## src/rtl/secuencia_escritura.sv

```systemverilog
// Write sequencer for the RTC register block: walks indices 1..N_REG, handing one
// byte per index to the bus timing controller, with a per-register timeout.
module secuencia_escritura #(
  parameter int N_REG    = 8,
  parameter int T_ESPERA = 255
) (
  input  logic        clk,
  input  logic        reset,
  input  logic        start,
  input  logic [63:0] datos,
  input  logic        bus_done,
  output logic [3:0]  binary_out,
  output logic        EN_dir,
  output logic [7:0]  dato_out,
  output logic        bus_req,
  output logic        ocupado,
  output logic        fin,
  output logic        error
);

  typedef enum logic [2:0] {IDLE, CARGA, PEDIR, ESPERA, PAUSA, FIN} state_t;

  localparam logic [3:0] LAST_IDX = 4'(N_REG);
  localparam logic [7:0] CNT_LAST = 8'(T_ESPERA - 1);

  state_t      state_q, state_d;
  logic [63:0] snap_q, snap_d;
  logic [3:0]  idx_q, idx_d;
  logic [7:0]  cnt_q, cnt_d;
  logic        error_q, error_d;

  always_ff @(posedge clk or negedge reset) begin
    if (!reset) begin
      state_q <= IDLE;
      snap_q  <= '0;
      idx_q   <= '0;
      cnt_q   <= '0;
      error_q <= 1'b0;
    end else begin
      state_q <= state_d;
      snap_q  <= snap_d;
      idx_q   <= idx_d;
      cnt_q   <= cnt_d;
      error_q <= error_d;
    end
  end

  always_comb begin
    state_d = state_q;
    snap_d  = snap_q;
    idx_d   = idx_q;
    cnt_d   = cnt_q;
    error_d = error_q;
    case (state_q)
      IDLE: if (start) state_d = CARGA;
      CARGA: begin
        snap_d  = datos;
        idx_d   = 4'd1;
        error_d = 1'b0;
        cnt_d   = '0;
        state_d = PEDIR;
      end
      PEDIR: state_d = ESPERA;
      ESPERA: begin
        // A bus_done on the last allowed cycle wins over the timeout.
        if (bus_done) begin
          if (idx_q == LAST_IDX) begin
            state_d = FIN;
          end else begin
            idx_d   = idx_q + 4'd1;
            state_d = PAUSA;
          end
        end else if (cnt_q == CNT_LAST) begin
          cnt_d   = cnt_q + 8'd1;
          error_d = 1'b1;
          state_d = FIN;
        end else begin
          cnt_d = cnt_q + 8'd1;
        end
      end
      PAUSA: begin
        cnt_d   = '0;
        state_d = PEDIR;
      end
      FIN:     state_d = IDLE;
      default: state_d = IDLE;
    endcase
  end

  logic       addr_en;
  logic [2:0] byte_sel;

  // Index k maps to byte k-1; index 8 wraps to select 7 through the 3-bit subtract.
  assign byte_sel   = idx_q[2:0] - 3'd1;
  assign addr_en    = (state_q == PEDIR) || (state_q == ESPERA) || (state_q == PAUSA);
  assign EN_dir     = addr_en;
  assign binary_out = addr_en ? idx_q : 4'd0;
  assign dato_out   = addr_en ? snap_q[{byte_sel, 3'b000} +: 8] : 8'h00;
  assign bus_req    = (state_q == PEDIR) || (state_q == ESPERA);
  assign ocupado    = (state_q != IDLE);
  assign fin        = (state_q == FIN);
  assign error      = error_q;

endmodule

```

## config.mk

```make
export PLATFORM = sky130hd
export DESIGN_NAME = secuencia_escritura
export DESIGN_NICKNAME = d
export VERILOG_FILES = /design/src/rtl/secuencia_escritura.sv
export SDC_FILE = /design/constraint.sdc
export NUM_CORES = 1
export LEC_CHECK = 0
export CAP_MARGIN = 10
export CORE_UTILIZATION = 26
export CTS_CLUSTER_SIZE = 25
export DETAILED_ROUTE_END_ITERATION = 12
export MAX_ROUTING_LAYER = met4
export PLACE_DENSITY = 0.52
export SLEW_MARGIN = 20
export SYNTH_ARGS = -nofsm -noshare
export SYNTH_HDL_FRONTEND = slang
export SYNTH_SLANG_ARGS = --single-unit
export TNS_END_PERCENT = 20
```

## constraint.sdc

```tcl
create_clock -name clk -period 3.2 [get_ports clk]
set_input_delay 0.8 -clock clk [delete_from_list [all_inputs] [get_ports clk]]
set_output_delay 0.8 -clock clk [all_outputs]
set_load 0.01 [all_outputs]
```

==> results.sh <==
export IMPL_postLayoutCellArea_um2=5330
export IMPL_power_density_nw_per_um2=1070
export IMPL_numCtsBuffers=9
export IMPL_nNetsFinal=465
export IMPL_p_switching_w=0.00202
export IMPL_first_global_vias=2850
export IMPL_timing_final_ws_setup_ns=0.0861
export IMPL_yosys_area_top_type="dfrtp_1"
export IMPL_grt_busiest_layer="met2"
export IMPL_cp_required_ns=2.40
export IMPL_r2r_start="state_q[1]"
export IMPL_cts_sinks=80
export IMPL_die_width_um=124
export IMPL_clk_pin_slew_ns=0.06
export IMPL_grt_use_met3=0.0353
export IMPL_antenna_cells=0
export IMPL_p_seq_frac=0.312
export IMPL_fin_crit_sh=0.973
export IMPL_pin_count=85
export IMPL_cts_tree="done"
export IMPL_vias=2715
export IMPL_die_h_um=124
export IMPL_crit_cells=7
export IMPL_core_area_um2=14500
export IMPL_synth_area_per_cell_um2=12.8
export IMPL_grt_antenna_before_repair=0
export IMPL_overflow=0
export IMPL_tightestPinTransition_ns=0.760
export IMPL_period_minus_slack_ns=3.11
export IMPL_crit_start="idx_q[1]"
export IMPL_path_cells="inv_1 > ha_4 > buf_8 > mux2_2 > o22ai_1 > nor3_2 > dlygate4sd2_1"
export IMPL_ys_ff_latch=80
export IMPL_slew_headroom=0.493
export IMPL_finalClockSkew_ns=0.00614
export IMPL_grt_first_pass_wirelength_um=15300
export IMPL_grtUsageTotal=0.140
export IMPL_critPathKind="reg2out"
export IMPL_synth_seq_area_share=0.519
export IMPL_synthCells=301
export IMPL_die_area_um2=15300
export IMPL_cp_arrival_ns=2.31
export IMPL_syn_area_um2=3860
export IMPL_grt_max_degree=81
export IMPL_synth_cell_types=38
export IMPL_endpoint_kind="primary output"
export IMPL_gr_usage_met1=0.180
export IMPL_peakVddDrop_uv=463
export IMPL_numPortBuffers=84
export IMPL_drtAntennaViolNets=0
export IMPL_finalHoldViolCount=0
export IMPL_outcome="finished clean"
export IMPL_cp_start_kind="flip-flop"
export IMPL_via_per_inst=4.67
export IMPL_critPathCapture="dato_out[6]"
export IMPL_place_gp_congestion=0.777
export IMPL_final_common_cell="dfrtp_1"
export IMPL_num_rows=44
export IMPL_root_buffer="clkbuf_16"
export IMPL_synth_nets=374
export IMPL_cp_max_fo=16
export IMPL_internal_power_w=0.00369
export IMPL_synth_flop_cell="dfrtp_1"
export IMPL_reg2reg_depth=4
export IMPL_dr_pass1_iters=4
export IMPL_synth_edf_count=0
export IMPL_hold_path_class="in2async"
export IMPL_wirelength_um=9620
export IMPL_cp_top_family="buffers and inverters"
export IMPL_synth_async_sr_flop_share=1.00
export IMPL_rsz0062_at_grt="yes"
export IMPL_start_util=0.265
export IMPL_cpMaxStageDelayCell="dfrtp_1"
export IMPL_yosysWarnings=0
export IMPL_fmax_mhz=321
export IMPL_path_buf_inv=3
export IMPL_dpl_cell_area_um2=4890
export IMPL_syn_to_final_growth_pct=38.2
export IMPL_layout_drive_gt1_share=0.239
export IMPL_swShare=0.355
export IMPL_cap_violations=0
export IMPL_p_comb_frac=0.504
export IMPL_final_cell_mix="dfrtp_1 (80), clkdlybuf4s50_1 (75), mux2_1 (49), mux2_2 (47), o22ai_1 (12)"
export IMPL_synth_area_top_cells="dfrtp_1 (52%), mux2_1 (14%), mux2_2 (14%), o22ai_1 (2.6%), ha_1 (1.6%)"
export IMPL_htreeDepth=3
export IMPL_clkPwrFrac=0.184
export IMPL_setup_viol=0
export IMPL_synth_top_area_share=0.519
export IMPL_drc=0
export IMPL_r2r_slack_ns=1.44
export IMPL_clock_latency_ns=0.34
export IMPL_drt_initial_drc_count=121
export IMPL_p_leak_nw=2.20
export IMPL_r2r_end="snap_q[17]"
export IMPL_fill_cells=1421
export IMPL_holdBufCountCts=0
export IMPL_dp_hpwl_um=6750
export IMPL_wire_per_inst_um=16.6
export IMPL_multi_input_area_um2=1830
export IMPL_regArea_um2=2000
export IMPL_grtUsageMet2=0.211
export IMPL_cpPeakStageDelay_ns=0.41
export IMPL_final_max_slew_viol_count=0
export IMPL_cts_buffer_depth=2
export IMPL_pre_cts_ws_ns=0.129
[worst min path at each step]
stage            endpoint       start  slack [ns]  depth (start not counted)
2_1_floorplan   snap_q[0]   snap_q[0]        0.45                          1
3_3_place_gp   snap_q[19]  snap_q[19]        0.46                          1
3_5_place_dp   snap_q[40]  snap_q[40]        0.47                          1
4_1_cts        snap_q[38]  snap_q[38]        0.49                          1
5_1_grt        snap_q[27]  snap_q[27]        0.50                          1
6_report         cnt_q[7]       reset        0.47                          1
[worst reg2reg max path: stages, from the launching register on]
cell and delay, ns:
dfrtp_1 0.43, buf_4 0.20, nor3b_4 0.23, buf_12 0.32, mux2_2 0.46
[per-layer routing]
metal,wire (um),vias to the layer above,part of all wire
li1,-,1273,-
met1,4500,1353,0.47
met2,4550,78,0.47
met3,464,11,0.048
met4,108,0,0.011
met5,0,-,0
[registers in the layout (all words and copies together) (netlist names)]
name / count
snap_q: 64
state_q: 3
cnt_q: 8
idx_q: 4
error: 1
[per-stage QoR]
stage / util / total power [W] / hold slack [ns] / TNS (ns) / cells
global route: 0.367 / 0.00611 / 0.497 / -0.119 / 581
floorplan: - / 0.00357 / 0.452 / 0 / 301
detailed placement: 0.337 / 0.00451 / 0.471 / 0 / 561
finish: 0.367 / 0.00571 / 0.474 / 0 / 581
global placement: 0.337 / 0.00446 / 0.463 / 0 / 561
CTS: 0.361 / 0.00567 / 0.486 / -0.107 / 577
[what timing repair did]
action	CTS	global route
setup endpoints to repair	13	13
pin swaps	0	1
resized for setup	24	8
buffers inserted	0	4
[power groups by stage]
stage / Sequential (W) / Clock [W] / Combinational (W)
after floorplan: 0.00167 / 0 / 0.00189
after global placement: 0.00180 / 0 / 0.00266
after detailed placement: 0.00180 / 0 / 0.00271
after CTS: 0.00178 / 0.00108 / 0.00281
after global routing: 0.00185 / 0.00112 / 0.00314
final: 0.00178 / 0.00105 / 0.00288
[area by class of cell]
type                            count  share of cell area
Tap cell                          184              0.0432
Clock inverter                      3             0.00751
Inverter                            8             0.00563
Clock buffer                       13              0.0488
Multi-Input combinational cell    198               0.342
Timing Repair Buffer               95               0.177
Sequential cell                    80               0.375
[cell usage after synthesis, types with 2 or more instances]
cell type  number
a21oi_1         4
o211ai_1        2
dfrtp_1        80
xor2_1          4
o22ai_1        16
buf_2           8
mux2_1         49
ha_1            5
nand3_1         5
nand4_1         4
nand2_1        13
buf_6           5
and3_1          3
nand2b_1        3
nor2b_1         2
o21ai_0         4
o31ai_1         2
o21bai_1        2
inv_1           8
and2_1          2
mux2_2         47
nor3_1          9
nor2_1          9
[cells by family after synthesis]
group,count (synthesis),share of synthesized area
muxes,96,0.280
DFF,80,0.519
and+or+nand+nor,54,0.0726
AOI/OAI and AO/OA,38,0.0652
buffers and inverters,23,0.0357
xor gates and xnor gates,5,0.0113
adders and majority gates,5,0.0162
Note: power is estimated with default switching activity, not from simulation.
